===== config.mk =====
export PLATFORM = sky130hd
export DESIGN_NAME = spi_reg_master
export DESIGN_NICKNAME = d
export VERILOG_FILES = /design/src/rtl/spi_reg_master.sv
export SDC_FILE = /design/constraint.sdc
export NUM_CORES = 1
export LEC_CHECK = 0
export CAP_MARGIN = 30
export CORE_MARGIN = 2
export CORE_UTILIZATION = 48
export CTS_CLUSTER_DIAMETER = 40
export DETAILED_ROUTE_END_ITERATION = 10
export GPL_TIMING_DRIVEN = 0
export HOLD_SLACK_MARGIN = 0.02
export PLACE_DENSITY = 0.75
export SYNTH_ARGS = -nofsm -noshare
export SYNTH_HDL_FRONTEND = slang
export SYNTH_SLANG_ARGS = --single-unit

===== constraint.sdc =====
create_clock -name clk -period 2.05 [get_ports clk]
set_clock_uncertainty 0.15 [all_clocks]
set_input_delay 0.5125 -clock clk [delete_from_list [all_inputs] [get_ports clk]]
set_output_delay 0.5125 -clock clk [all_outputs]
set_load 0.03 [all_outputs]

===== src/rtl/spi_reg_master.sv =====
// SPI mode-0 initiator for the ArcDVI register protocol: one {wen, addr, wdata} request per frame.
// Optional build macro SPIM_LOOPBACK_EN routes the outgoing stream back into the read path.
module spi_reg_master #(
  parameter int CLK_DIV = 4,
  parameter int TURN    = 8
) (
  input  logic        clk,
  input  logic        reset,
  input  logic        req_valid,
  output logic        req_ready,
  input  logic        req_wen,
  input  logic [11:0] req_addr,
  input  logic [31:0] req_wdata,
  output logic        rsp_done,
  output logic [31:0] rsp_rdata,
  output logic        busy,
  output logic        spi_clk,
  output logic        spi_ncs,
  output logic        spi_do,
  input  logic        spi_di,
  input  logic        loopback
);

  typedef enum logic [2:0] {
    S_IDLE,
    S_SETUP,
    S_SHIFT,
    S_HOLD,
    S_GAP
  } state_t;

  localparam logic [7:0] DIV_LAST  = 8'(CLK_DIV - 1);
  localparam logic [6:0] READ_LAST = 7'(47 + TURN);

  state_t      state;
  logic [7:0]  div_cnt;
  logic [6:0]  bit_cnt;
  logic [6:0]  last_bit;
  logic [46:0] tx_sr;
  logic [31:0] rx_sr;
  logic        is_write;
  logic        lb_q;
  logic        lb_sel;
  logic        div_done;
  logic        sample_bit;

`ifdef SPIM_LOOPBACK_EN
  assign lb_sel = loopback;
`else
  logic unused_loopback;
  assign unused_loopback = loopback;
  assign lb_sel = 1'b0;
`endif

  assign div_done   = (div_cnt == DIV_LAST);
  assign sample_bit = lb_q ? spi_do : spi_di;

  // Handshake: a request transfers on a cycle where req_valid && req_ready; ready is high only
  // while idle and drops after the accept, so the requester may change its fields from then on.
  always_ff @(posedge clk) begin
    if (reset) begin
      state     <= S_IDLE;
      req_ready <= 1'b0;
      rsp_done  <= 1'b0;
      rsp_rdata <= '0;
      busy      <= 1'b0;
      spi_clk   <= 1'b0;
      spi_ncs   <= 1'b1;
      spi_do    <= 1'b0;
      div_cnt   <= '0;
      bit_cnt   <= '0;
      last_bit  <= '0;
      tx_sr     <= '0;
      rx_sr     <= '0;
      is_write  <= 1'b0;
      lb_q      <= 1'b0;
    end else begin
      rsp_done <= 1'b0;
      case (state)
        S_IDLE: begin
          if (req_valid && req_ready) begin
            state     <= S_SETUP;
            req_ready <= 1'b0;
            busy      <= 1'b1;
            spi_ncs   <= lb_sel;
            spi_clk   <= 1'b0;
            spi_do    <= req_wen;
            tx_sr     <= {3'b000, req_addr, (req_wen ? req_wdata : 32'd0)};
            last_bit  <= req_wen ? 7'd47 : READ_LAST;
            bit_cnt   <= '0;
            div_cnt   <= '0;
            is_write  <= req_wen;
            lb_q      <= lb_sel;
          end else begin
            req_ready <= 1'b1;
          end
        end
        S_SETUP: begin
          if (div_done) begin
            div_cnt <= '0;
            state   <= S_SHIFT;
          end else begin
            div_cnt <= div_cnt + 8'd1;
          end
        end
        S_SHIFT: begin
          if (!div_done) begin
            div_cnt <= div_cnt + 8'd1;
          end else begin
            div_cnt <= '0;
            if (!spi_clk) begin
              spi_clk <= 1'b1;
            end else begin
              // End of a high phase: sample MISO, then advance MOSI on the falling edge.
              spi_clk <= 1'b0;
              rx_sr   <= {rx_sr[30:0], sample_bit};
              if (bit_cnt == last_bit) begin
                state  <= S_HOLD;
                spi_do <= 1'b0;
              end else begin
                bit_cnt <= bit_cnt + 7'd1;
                spi_do  <= tx_sr[46];
                tx_sr   <= {tx_sr[45:0], 1'b0};
              end
            end
          end
        end
        S_HOLD: begin
          if (div_done) begin
            div_cnt  <= '0;
            state    <= S_GAP;
            spi_ncs  <= 1'b1;
            rsp_done <= 1'b1;
            if (!is_write) rsp_rdata <= rx_sr;
          end else begin
            div_cnt <= div_cnt + 8'd1;
          end
        end
        S_GAP: begin
          if (div_done) begin
            div_cnt   <= '0;
            state     <= S_IDLE;
            busy      <= 1'b0;
            req_ready <= 1'b1;
          end else begin
            div_cnt <= div_cnt + 8'd1;
          end
        end
        default: state <= S_IDLE;
      endcase
    end
  end

endmodule


==> results of run 1 <==
==> kinds of logic after synthesis <==
logic type                 synth area share, %
AOI/OAI and AO/OA                        20.07
xor gates and xnor gates                 1.220
adders and majority gates               0.4358
buffers and inverters                    4.511
DFF                                      48.12
muxes                                   0.5230
and+or+nand+nor                          25.13
==> per-layer routing <==
metal / GRT usage [%] / up-vias / wire [um]
met1: 31.04 / 2792 / 7175
met4: 9.024 / 0 / 425
met2: 40.28 / 226 / 8376
li1: - / 2712 / -
met3: 5.951 / 48 / 999
met5: 0 / - / 0
==> registers in the layout, summed over array words and instances, names as in the netlist, 3 cells and up <==
signal	cells
bit_cnt	7
div_cnt	8
last_bit	3
rsp_rdata	32
rx_sr	32
state	3
tx_sr	47
==> final timing paths <==
| path | cells after the start | slack, ns | to | start |
|---|---|---|---|---|
| worst max-delay path | 8 | -0.17 | tx_sr[26] | state[0] |
| worst min-delay path | 2 | 0.30 | rsp_rdata[11] | rsp_rdata[11] |
| worst max register to register | 8 | -0.17 | tx_sr[26] | state[0] |
| worst min register to register | 2 | 0.30 | rsp_rdata[11] | rsp_rdata[11] |
==> area by class of cell <==
type	count	area, um^2
Buffer	50	386.6
Clock buffer	17	425.4
Clock inverter	15	166.4
Fill cell	823	3166
Inverter	3	11.26
Multi-Input combinational cell	506	3162
Sequential cell	138	2773
Tap cell	143	178.9
Timing Repair Buffer	126	1296
==> Yosys cell counts (3+ instances only) <==
cell / count
and2_1: 3
buf_2: 6
clkbuf_1: 46
nand4_1: 5
nand3_1: 38
a21oi_1: 81
nand2_1: 201
nor2_1: 73
a311oi_1: 14
o21ai_0: 5
nor3_1: 6
a311oi_2: 30
inv_1: 3
and3_1: 3
dfxtp_1: 138
buf_6: 4
nor4_1: 3
a22oi_1: 4
a221oi_1: 3
xor2_1: 7
mux2i_1: 3
==> cell usage in the layout, fill, tap and decap left out, types with 5 or more instances in the layout <==
cell             count
buf_6               15
nor2_4              16
clkbuf_16           22
xor2_1               7
o21ai_0              5
clkdlybuf4s50_1     46
clkbuf_1            23
a21oi_1             60
a21oi_2             20
nor2_2              13
buf_4               21
nand4_1              5
dfxtp_1            134
nand3_1             37
a311oi_2            40
clkbuf_2             8
buf_8                6
inv_6                5
dlygate4sd2_1       38
buf_12               8
nand2_1            193
nor2_1              44
nand2_2              5
==> worst max-delay path: stages (launching register included) <==
cell and delay, ns:
dfxtp_4 0.37, or3b_4 0.38, or4_4 0.45, a2bb2oi_4 0.20
buf_12 0.17, buf_8 0.13, buf_12 0.11, nor2_4 0.07
a311oi_2 0.04
==> where the power goes <==
| group | internal, uW | total [uW] | leakage, uW | switching [uW] |
|---|---|---|---|---|
| clock network | 1820 | 3100 | 0.000287 | 1280 |
| logic | 367 | 737 | 0.00166 | 370 |
| registers | 2770 | 2840 | 0.00112 | 73.5 |
| total | 4950 | 6680 | 0.00307 | 1720 |
==> repair_timing <==
action / in CTS / in global routing
gates resized for setup: 145 / 92
hold buffers: 0 / 0
pin swaps: 15 / 33
cloned: 3 / 7
setup endpoints to repair: 162 / 112
setup buffers: 18 / 16
==> per-stage QoR <==
stage | total power, uW | hold slack, ns | utilization [%] | cell area, um^2 | TNS [ns]
5_1_grt | 6885 | 0.3314 | 72.63 | 8399 | -11.09
3_5_place_dp | 3397 | 0.2976 | 58.63 | 6780 | -60.05
3_3_place_gp | 3372 | 0.2973 | 58.63 | 6780 | -51.46
4_1_cts | 6604 | 0.3035 | 68.13 | 7879 | -5.175
6_report | 6678 | 0.3043 | 72.63 | 8399 | -5.722
2_1_floorplan | 3204 | 0.2821 | - | 5761 | -5.052
==> key figures, run 1 <==
Outcome
  • Status: finished, violations left
  • Failing checks: negative setup slack

Synthesis
  • Synth Flop Type: dfxtp_1
  • Sequential share of the synthesized area: 48.12%
  • Dominant cells by area after synthesis: dfxtp_1 (48%), nand2_1 (13%), a311oi_2 (7.8%)
  • EDFF count, synth: 0
  • Synth Cell Area: around 5700 um^2
  • Ys async rst share: 0%
  • Post-synth top area share: about half
  • Dominant cell type by area after synthesis: dfxtp_1
  • Post-synth net total: 755
  • Synth cell types: between 40 and 50
  • Cells after Synth: ~700
  • Yosys warning count: 0
  • Syn_area_per_cell: ~8 um^2
  • Post-synthesis register bit count: 138

STA
  • Final Critical Period: around 2.2 ns
  • Worst-Margin Slew: approximately 0.8 ns
  • Final Cycle Share: 108.1%
  • Relative slew slack: a little under half
  • Finish-stage setup viols: 81
  • Min setup slack post-route: -0.1656 ns
  • RSZ-0062 raised after global routing: yes
  • Final Max Slew Viols: 0
  • Max Freq: 0.4513 GHz
  • Hold Fails Final Rpt: 0

Routing
  • Final antenna-violating net count: 0
  • Drc violations: 0
  • Drt first pass iters: 5
  • DR vias: 5,778
  • WL per Instance: 17.01 um
  • DRT iter0 DRCs: 482
  • Vias per Instance: 5.790
  • Routed wire length: 16,980 um

Worst setup path
  • CP arrival: 2.35 ns
  • CP Capture Type: register
  • Startpoint Class: register
  • Crit Path Category: register to register
  • Crit path required time: 2.18 ns
  • CP Max Fanout: 8

Floorplanning
  • Initial Utilization: 49.65%
  • Area of the core: about 12,000 um^2
  • Row count: 39
  • Die X: 113.4 um
  • Die H: approximately 110 um
  • Die area: 12,850 um^2
  • I/O Pins: 88

Cells and area
  • Final nets: 894
  • Final Non-Filler Cells: roughly 1,000
  • P&R area growth vs syn: 46.28%
  • Ant diodes: 0
  • Layout cells sized above 1: between 20 and 30%

Clocking
  • Clk pin slew, worst setup/hold paths: around 0.060 ns
  • Clk Latency, worst-skew pair: around 0.43 ns
  • CTS tree: done
  • H-tree levels: 4
  • CTS Buf Count: 17
  • CTS max path bufs: 2
  • Clk sinks: 138
  • Clk root buf: clkbuf_16

Placed design
  • DP Cell Count: 930
  • PortBufs: 84
  • Gpl congestion: around 0.85
  • Worst slack at placement: -0.7169 ns
  • DP HPWL: just under 10,000 um

Global route
  • Number of global-route vias before repair: 5,309
  • First-pass GRT wire length: about 25,000 um
  • Total GRT Usage: around 24%
  • Initial antenna violation count: 0
  • Total gr overflow: 0
  • Largest net degree at the start of global routing: 17

Pwr
  • Worst ir drop on vdd: 0.0006334 V
  • PwrDens: just under 800 nW/um^2
  • LEAKAGE: approximately 0.003 uW

Min path
  • Tightest Hold Check Type: register to register

Run
  • Max-Cap Viols: 0
Note: power is estimated with default switching activity, not from simulation.
==> run 2, diff against run 1 <==
--- a/config.mk
+++ b/config.mk
@@ -6,7 +6,6 @@
 export NUM_CORES = 1
 export LEC_CHECK = 0
 export CAP_MARGIN = 30
-export CORE_MARGIN = 2
 export CORE_UTILIZATION = 48
 export CTS_CLUSTER_DIAMETER = 40
 export DETAILED_ROUTE_END_ITERATION = 10
==> run 2 against run 1 <==
  * The flow finishes with violations (design-rule violations, negative setup slack)
  * First-iteration DRC count up 20%
  * Core utilization increased by 4.8 points
  * Non-clock buffer count stayed put
  * Sequential power is essentially flat
  * Maximum frequency is 4.1% lower
  * Sequential cell count is the same
  * Power increased by 2.4%
  * Via count grew 5.4%
  * Cell area increased by 6.2%
  * Global-route usage grew 1.9 points
  * Sequential share of layout area shrank 1.9 points
  * Largest power group unchanged
==> key figures, run 2 (synthesis results as in run 1) <==
Placed design
  • Gpl congestion: 0.8039 (-5.1%)
  • DP Cell Count: 930 (unchanged)
  • PortBufs: 84 (unchanged)
  • DP HPWL: 10,050 um (+1.6%)

STA
  • Min setup slack post-route: -0.2610 ns (-0.09540 ns)
  • RSZ-0062 raised after global routing: yes
  • Max Freq: 0.4327 GHz (-4.1%)
  • Hold Fails Final Rpt: 0 (unchanged)
  • Final Critical Period: 2.311 ns (+0.09540 ns)
  • Relative slew slack: 46.99% (+0.42 points)
  • Finish-stage setup viols: 107 (+32%)
  • Final Cycle Share: 112.7% (+4.7 points)
  • Min Hold Slack: 0.3092 ns (+0.004943 ns)
  • Worst-Margin Slew: 0.7890 ns (-0.01240 ns)
  • Final Max Slew Viols: 0 (unchanged)

Worst setup path
  • Startpoint Class: register
  • Reg-to-reg slack, setup: -0.26 ns (-0.10 ns)
  • CP peak stage delay: 0.54 ns (+0.09 ns)
  • RR Endpoint: tx_sr[37]
  • CP Max Fanout: 7 (-1)
  • Crit path required time: 2.23 ns (+0.05 ns)
  • Crit path buf inv count: 2 (-1)
  • CP Cell Sequence: or3b_4, or4_4, a2bb2oi_4, buf_12, buf_12, a311oi_4
  • Worst R2R Start: state[1]
  • Top cell by count, worst path: buf_12
  • Worst setup endpoint: tx_sr[37]
  • CP arrival: 2.49 ns (+0.14 ns)
  • Launch point of the worst path: state[1]
  • Crit-path leading delay family: simple AND/OR/NAND/NOR gates
  • Slowest CP cell: or4_4
  • CP Capture Type: register
  • R2R cell count: 6 (-2)
  • Crit Path Category: register to register
  • Critical path depth: 6 (-2)

Global route
  • First-pass GRT wire length: 26,430 um (+4.8%)
  • Number of global-route vias before repair: 5,638 (+6.2%)
  • Total gr overflow: 0 (unchanged)
  • Largest net degree at the start of global routing: 17 (unchanged)
  • Initial antenna violation count: 0 (unchanged)
  • Total GRT Usage: 26.29% (+1.9 points)

Cells and area
  • Max reg flops: 47 (unchanged)
  • Biggest register: tx_sr
  • Layout cells sized above 1: 34.54% (+9.0 points)
  • Ant diodes: 0 (unchanged)
  • Fill cells: 676 (-18%)
  • P&R area growth vs syn: 55.37%
  • Commonest non-fill, non-tap cells in the layout: nand2_1 (134), dfxtp_1 (134), nor2_1 (55)
  • Final Non-Filler Cells: 1,000 (+0.20%)
  • Biggest registers after layout: tx_sr x47, rsp_rdata x32, rx_sr x32
  • Final nets: 896 (+0.22%)

Clocking
  • CTS max path bufs: 2 (unchanged)
  • Clk pin slew, worst setup/hold paths: 0.06 ns (about the same)
  • CTS tree: done
  • Clk Latency, worst-skew pair: 0.43 ns (about the same)
  • CTS Buf Count: 17 (unchanged)
  • H-tree levels: 4 (unchanged)
  • Clk root buf: clkbuf_16
  • Clk sinks: 138 (unchanged)

Floorplanning
  • Area of the core: 11,520 um^2 (-0.42%)
  • Initial Utilization: 49.86% (+0.21 points)
  • Row count: 39 (unchanged)
  • I/O Pins: 88 (unchanged)
  • Die area: 12,400 um^2 (-3.5%)
  • Die H: 111.4 um (-1.8%)
  • Die X: 111.4 um (-1.8%)

Pwr
  • Total power: 6841 uW (+2.4%)
  • Worst ir drop on vdd: 0.0007384 V (+17%)
  • PwrDens: 766.8 nW/um^2 (-3.6%)
  • LEAKAGE: 0.003422 uW (+12%)

Routing
  • Vias per Instance: 6.091 (+5.2%)
  • Drt first pass iters: 8 (+3)
  • WL per Instance: 19.78 um (+16%)
  • Final antenna-violating net count: 0 (unchanged)
  • DR vias: 6,091 (+5.4%)
  • Routed wire length: 19,780 um (+17%)
  • Drc violations: 6 (+6)
  • DRT iter0 DRCs: 579 (+20%)

Run
  • Max-Cap Viols: 0 (unchanged)

Min path
  • Tightest Hold Check Type: register to register

Outcome
  • Status: finished, violations left
  • Failing checks: design-rule violations, negative setup slack
[run 2: tightest hold or removal path, stage by stage, from the launching register on]
cell,delay (ns)
dfxtp_1,0.32
nand2_2,0.06
a21oi_2,0.04
[run 2: how the worst min path moves through the flow]
stage                  startpoint       endpoint  slack, ns  cells past startpoint
global route        rsp_rdata[14]  rsp_rdata[14]       0.32                      2
floorplan               rx_sr[31]  rsp_rdata[31]       0.28                      2
detailed placement  rsp_rdata[17]  rsp_rdata[17]       0.30                      2
finish              rsp_rdata[16]  rsp_rdata[16]       0.31                      2
global placement        rx_sr[31]  rsp_rdata[31]       0.30                      2
CTS                 rsp_rdata[17]  rsp_rdata[17]       0.30                      2
[run 2: what timing repair did]
item	4_1_cts	5_1_grt
pin swaps	19	95
resized for setup	136	219
hold buffers	0	0
endpoints found under the setup margin	162	117
gates cloned	7	7
setup buffers	21	10
[run 2: area by class of cell]
class	count	area (um^2)	area share (%)
Clock inverter	11	167.7	1.879
Inverter	3	11.26	0.1262
Multi-Input combinational cell	508	3611	40.48
Buffer	50	395.4	4.432
Sequential cell	138	2775	31.11
Tap cell	143	178.9	2.006
Clock buffer	21	460.4	5.161
Timing Repair Buffer	126	1321	14.81
[run 2: layer usage]
layer	routed length [um]	track usage (%)	share of wire, %
met5	0	0	0
met1	7894	32.56	40
met3	1357	5.770	6.9
met2	9735	44.17	49
met4	794	11.26	4.0
[run 2: where the power goes]
part           total, uW  switching [uW]  internal [uW]
clock               3320            1220           2100
combinational        677             366            312
sequential          2840            67.8           2770
total               6840            1660           5180
[run 2: through the flow]
step / TNS, ns / cell area (um^2) / worst slack (ns) / utilization (%)
2_1_floorplan: -5.052 / 5761 / -0.1432 / -
3_3_place_gp: -50.42 / 6780 / -0.6270 / 58.88
3_5_place_dp: -56.75 / 6780 / -0.6926 / 58.88
4_1_cts: -10.99 / 7953 / -0.2843 / 69.06
5_1_grt: -20.36 / 8921 / -0.3124 / 77.47
6_report: -13.01 / 8921 / -0.2610 / 77.47
==> run 3, diff against run 2 <==
--- a/config.mk
+++ b/config.mk
@@ -6,12 +6,14 @@
 export NUM_CORES = 1
 export LEC_CHECK = 0
 export CAP_MARGIN = 30
-export CORE_UTILIZATION = 48
+export CELL_PAD_IN_SITES_DETAIL_PLACEMENT = 0
+export CELL_PAD_IN_SITES_GLOBAL_PLACEMENT = 2
+export CORE_UTILIZATION = 32
 export CTS_CLUSTER_DIAMETER = 40
 export DETAILED_ROUTE_END_ITERATION = 10
 export GPL_TIMING_DRIVEN = 0
 export HOLD_SLACK_MARGIN = 0.02
-export PLACE_DENSITY = 0.75
+export PLACE_DENSITY_LB_ADDON = 0.1
 export SYNTH_ARGS = -nofsm -noshare
 export SYNTH_HDL_FRONTEND = slang
 export SYNTH_SLANG_ARGS = --single-unit
==> constraint.sdc (replaced) <==
create_clock -name clk -period 2.24 [get_ports clk]
set_clock_uncertainty 0.15 [all_clocks]
set_input_delay 0.56 -clock clk [delete_from_list [all_inputs] [get_ports clk]]
set_output_delay 0.56 -clock clk [all_outputs]
set_load 0.03 [all_outputs]
==> run 3 against run 2 <==
  * The run ends with negative setup slack left
  * Worst setup slack better by 0.21 ns
  * Non-clock buffer count down 25
  * Clock-buffer cell count decreased by 2
  * Sequential cell count unchanged
  * Global-route usage is 8.7 points lower
  * Critical path type unchanged
==> key figures, run 3 (synthesis results as in run 1) <==
STA
  • Relative slew slack: 49.00% (+2.0 points)
  • Final Cycle Share: 102.5% (-10 points)
  • Final Critical Period: 2.295 ns (-0.01591 ns)
  • Worst-Margin Slew: 0.7650 ns (-0.02409 ns)
  • Hold Fails Final Rpt: 0 (unchanged)
  • Final Max Slew Viols: 0 (unchanged)
  • Finish-stage setup viols: 30 (-72%)
  • RSZ-0062 raised after global routing: yes
  • Max Freq: 0.4357 GHz (+0.69%)
  • Min setup slack post-route: -0.05513 ns (+0.2059 ns)

Pwr
  • Psw: 1454 uW (-12%)
  • Reg power frac: 42.1% (+0.6 points)
  • Worst ir drop on vdd: 0.0006683 V (-9.5%)
  • Cell Int Power: 4693 uW (-9.4%)
  • PwrDens: 782.9 nW/um^2 (+2.1%)
  • Net Sw Frac: 23.65% (-0.59 points)
  • Clock Power Share: 49.2% (+0.6 points)
  • LEAKAGE: 0.002643 uW (-23%)
  • Combinational power share: 8.7% (-1.2 points)

Global route
  • Total GRT Usage: 17.60% (-8.7 points)
  • First-pass GRT wire length: 25,390 um (-3.9%)
  • Number of global-route vias before repair: 4,850 (-14%)
  • Initial antenna violation count: 0 (unchanged)
  • Largest net degree at the start of global routing: 17 (unchanged)
  • Total gr overflow: 0 (unchanged)

Placed design
  • Gpl congestion: 0.7584 (-5.7%)
  • PortBufs: 84 (unchanged)
  • DP HPWL: 10,690 um (+6.4%)
  • DP Area: 6864 um^2 (+1.2%)
  • Worst slack at placement: -0.7809 ns (-0.08831 ns)

Routing
  • Vias per Instance: 4.960 (-19%)
  • Final antenna-violating net count: 0 (unchanged)
  • Routed wire length: 15,710 um (-21%)
  • Drc violations: 0 (-6)
  • DR vias: 5,238 (-14%)
  • WL per Instance: 14.88 um (-25%)
  • Drt first pass iters: 5 (-3)
  • DRT iter0 DRCs: 311 (-46%)

Clocking
  • Clk root buf: clkbuf_16
  • CTS tree: done
  • CTS Buf Count: 17 (unchanged)
  • Clk Latency, worst-skew pair: 0.42 ns (about the same)
  • CTS max path bufs: 2 (unchanged)
  • Clk sinks: 138 (unchanged)
  • Clk pin slew, worst setup/hold paths: 0.06 ns (about the same)
  • H-tree levels: 4 (unchanged)

Cells and area
  • Commonest non-fill, non-tap cells in the layout: nand2_1 (201), dfxtp_1 (134), clkdlybuf4s50_1 (82)
  • Final nets: 870 (-2.9%)
  • Biggest registers after layout: tx_sr x47, rsp_rdata x32, rx_sr x32
  • P&R area growth vs syn: 36.74%
  • Design Area, Final: 7851 um^2 (-12%)
  • Max reg flops: 47 (unchanged)
  • Ant diodes: 0 (unchanged)
  • Most common cell after layout, fill and taps aside: nand2_1
  • Layout cells sized above 1: 15.04% (-19 points)
  • Biggest register: tx_sr

Outcome
  • Failing checks: negative setup slack
  • Status: finished, violations left

Min path
  • Tightest Hold Check Type: register to register

Floorplanning
  • Die X: 136.0 um (+22%)
  • Row count: 48 (+23%)
  • I/O Pins: 88 (unchanged)
  • Area of the core: 17,420 um^2 (+51%)
  • Initial Utilization: 32.97% (-17 points)
  • Die H: 136.0 um (+22%)
  • Die area: 18,480 um^2 (+49%)

Worst setup path
  • CP Capture Type: register
  • Crit path required time: 2.43 ns (+0.20 ns)
  • Startpoint Class: register
  • CP Max Fanout: 6 (-1)
  • CP arrival: 2.48 ns (about the same)
  • Crit Path Category: register to register

Run
  • Max-Cap Viols: 0 (unchanged)
-- run 3: final cells by class --
| cell class | instances | area (um^2) |
|---|---|---|
| clock inverters | 13 | 190.2 |
| clock buffers | 19 | 442.9 |
| fillers | 1780 | 9565 |
| multi-input cells | 507 | 2845 |
| well taps | 225 | 281.5 |
| repair buffers | 99 | 967.2 |
| plain buffers | 52 | 335.3 |
| flip-flops and latches | 138 | 2778 |
| inverters | 3 | 11.26 |
-- run 3: metal layers --
metal / part of all wire, % / up-vias / global-route usage (%)
met1: 51 / 2460 / 25.21
met3: 3.7 / 11 / 3.952
met5: 0 / - / 0
met4: 1.0 / 0 / 5.802
li1: - / 2660 / -
met2: 45 / 107 / 25.82
-- run 3: power by group through the flow --
stage / combinational [uW] / sequential, uW / clock (uW)
finish: 538 / 2590 / 3020
global route: 588 / 2600 / 3200
CTS: 503 / 2590 / 3100
floorplan: 297 / 2630 / 0
detailed placement: 484 / 2630 / 0
global placement: 475 / 2630 / 0
-- run 3: metrics by stage --
step	power [uW]	utilization [%]	setup TNS (ns)	hold WS, ns	cells
final	6147	45.08	-0.9556	0.3018	1056
after global routing	6380	45.08	-3.263	0.3193	1056
after CTS	6186	44.23	-2.506	0.3038	1050
after detailed placement	3118	39.41	-59.85	0.2962	1012
after global placement	3106	39.41	-53.90	0.2947	1012
after floorplan	2931	-	0	0.2821	703
-- run 3: critical path, cell delays in order, from the launching register on --
cell and delay (ns):
dfxtp_4 0.36, or3b_4 0.38, or4_4 0.57, a2bb2oi_4 0.22, buf_8 0.17, buf_12 0.13
a311oi_2 0.23
-- run 3: repair_timing --
item | CTS | global route
pin swaps | 4 | 11
resized for setup | 46 | 38
hold buffers | 0 | 0
setup endpoints to repair | 119 | 118
buffers inserted | 8 | 4
cloned | 1 | 4
-- run 3: worst paths after layout --
path / from / to / slack, ns / cells past startpoint
setup reg to reg: state[1] / tx_sr[39] / -0.06 / 6
hold / removal: rsp_rdata[9] / rsp_rdata[9] / 0.30 / 2
setup / recovery: state[1] / tx_sr[39] / -0.06 / 6
hold reg to reg: rsp_rdata[9] / rsp_rdata[9] / 0.30 / 2
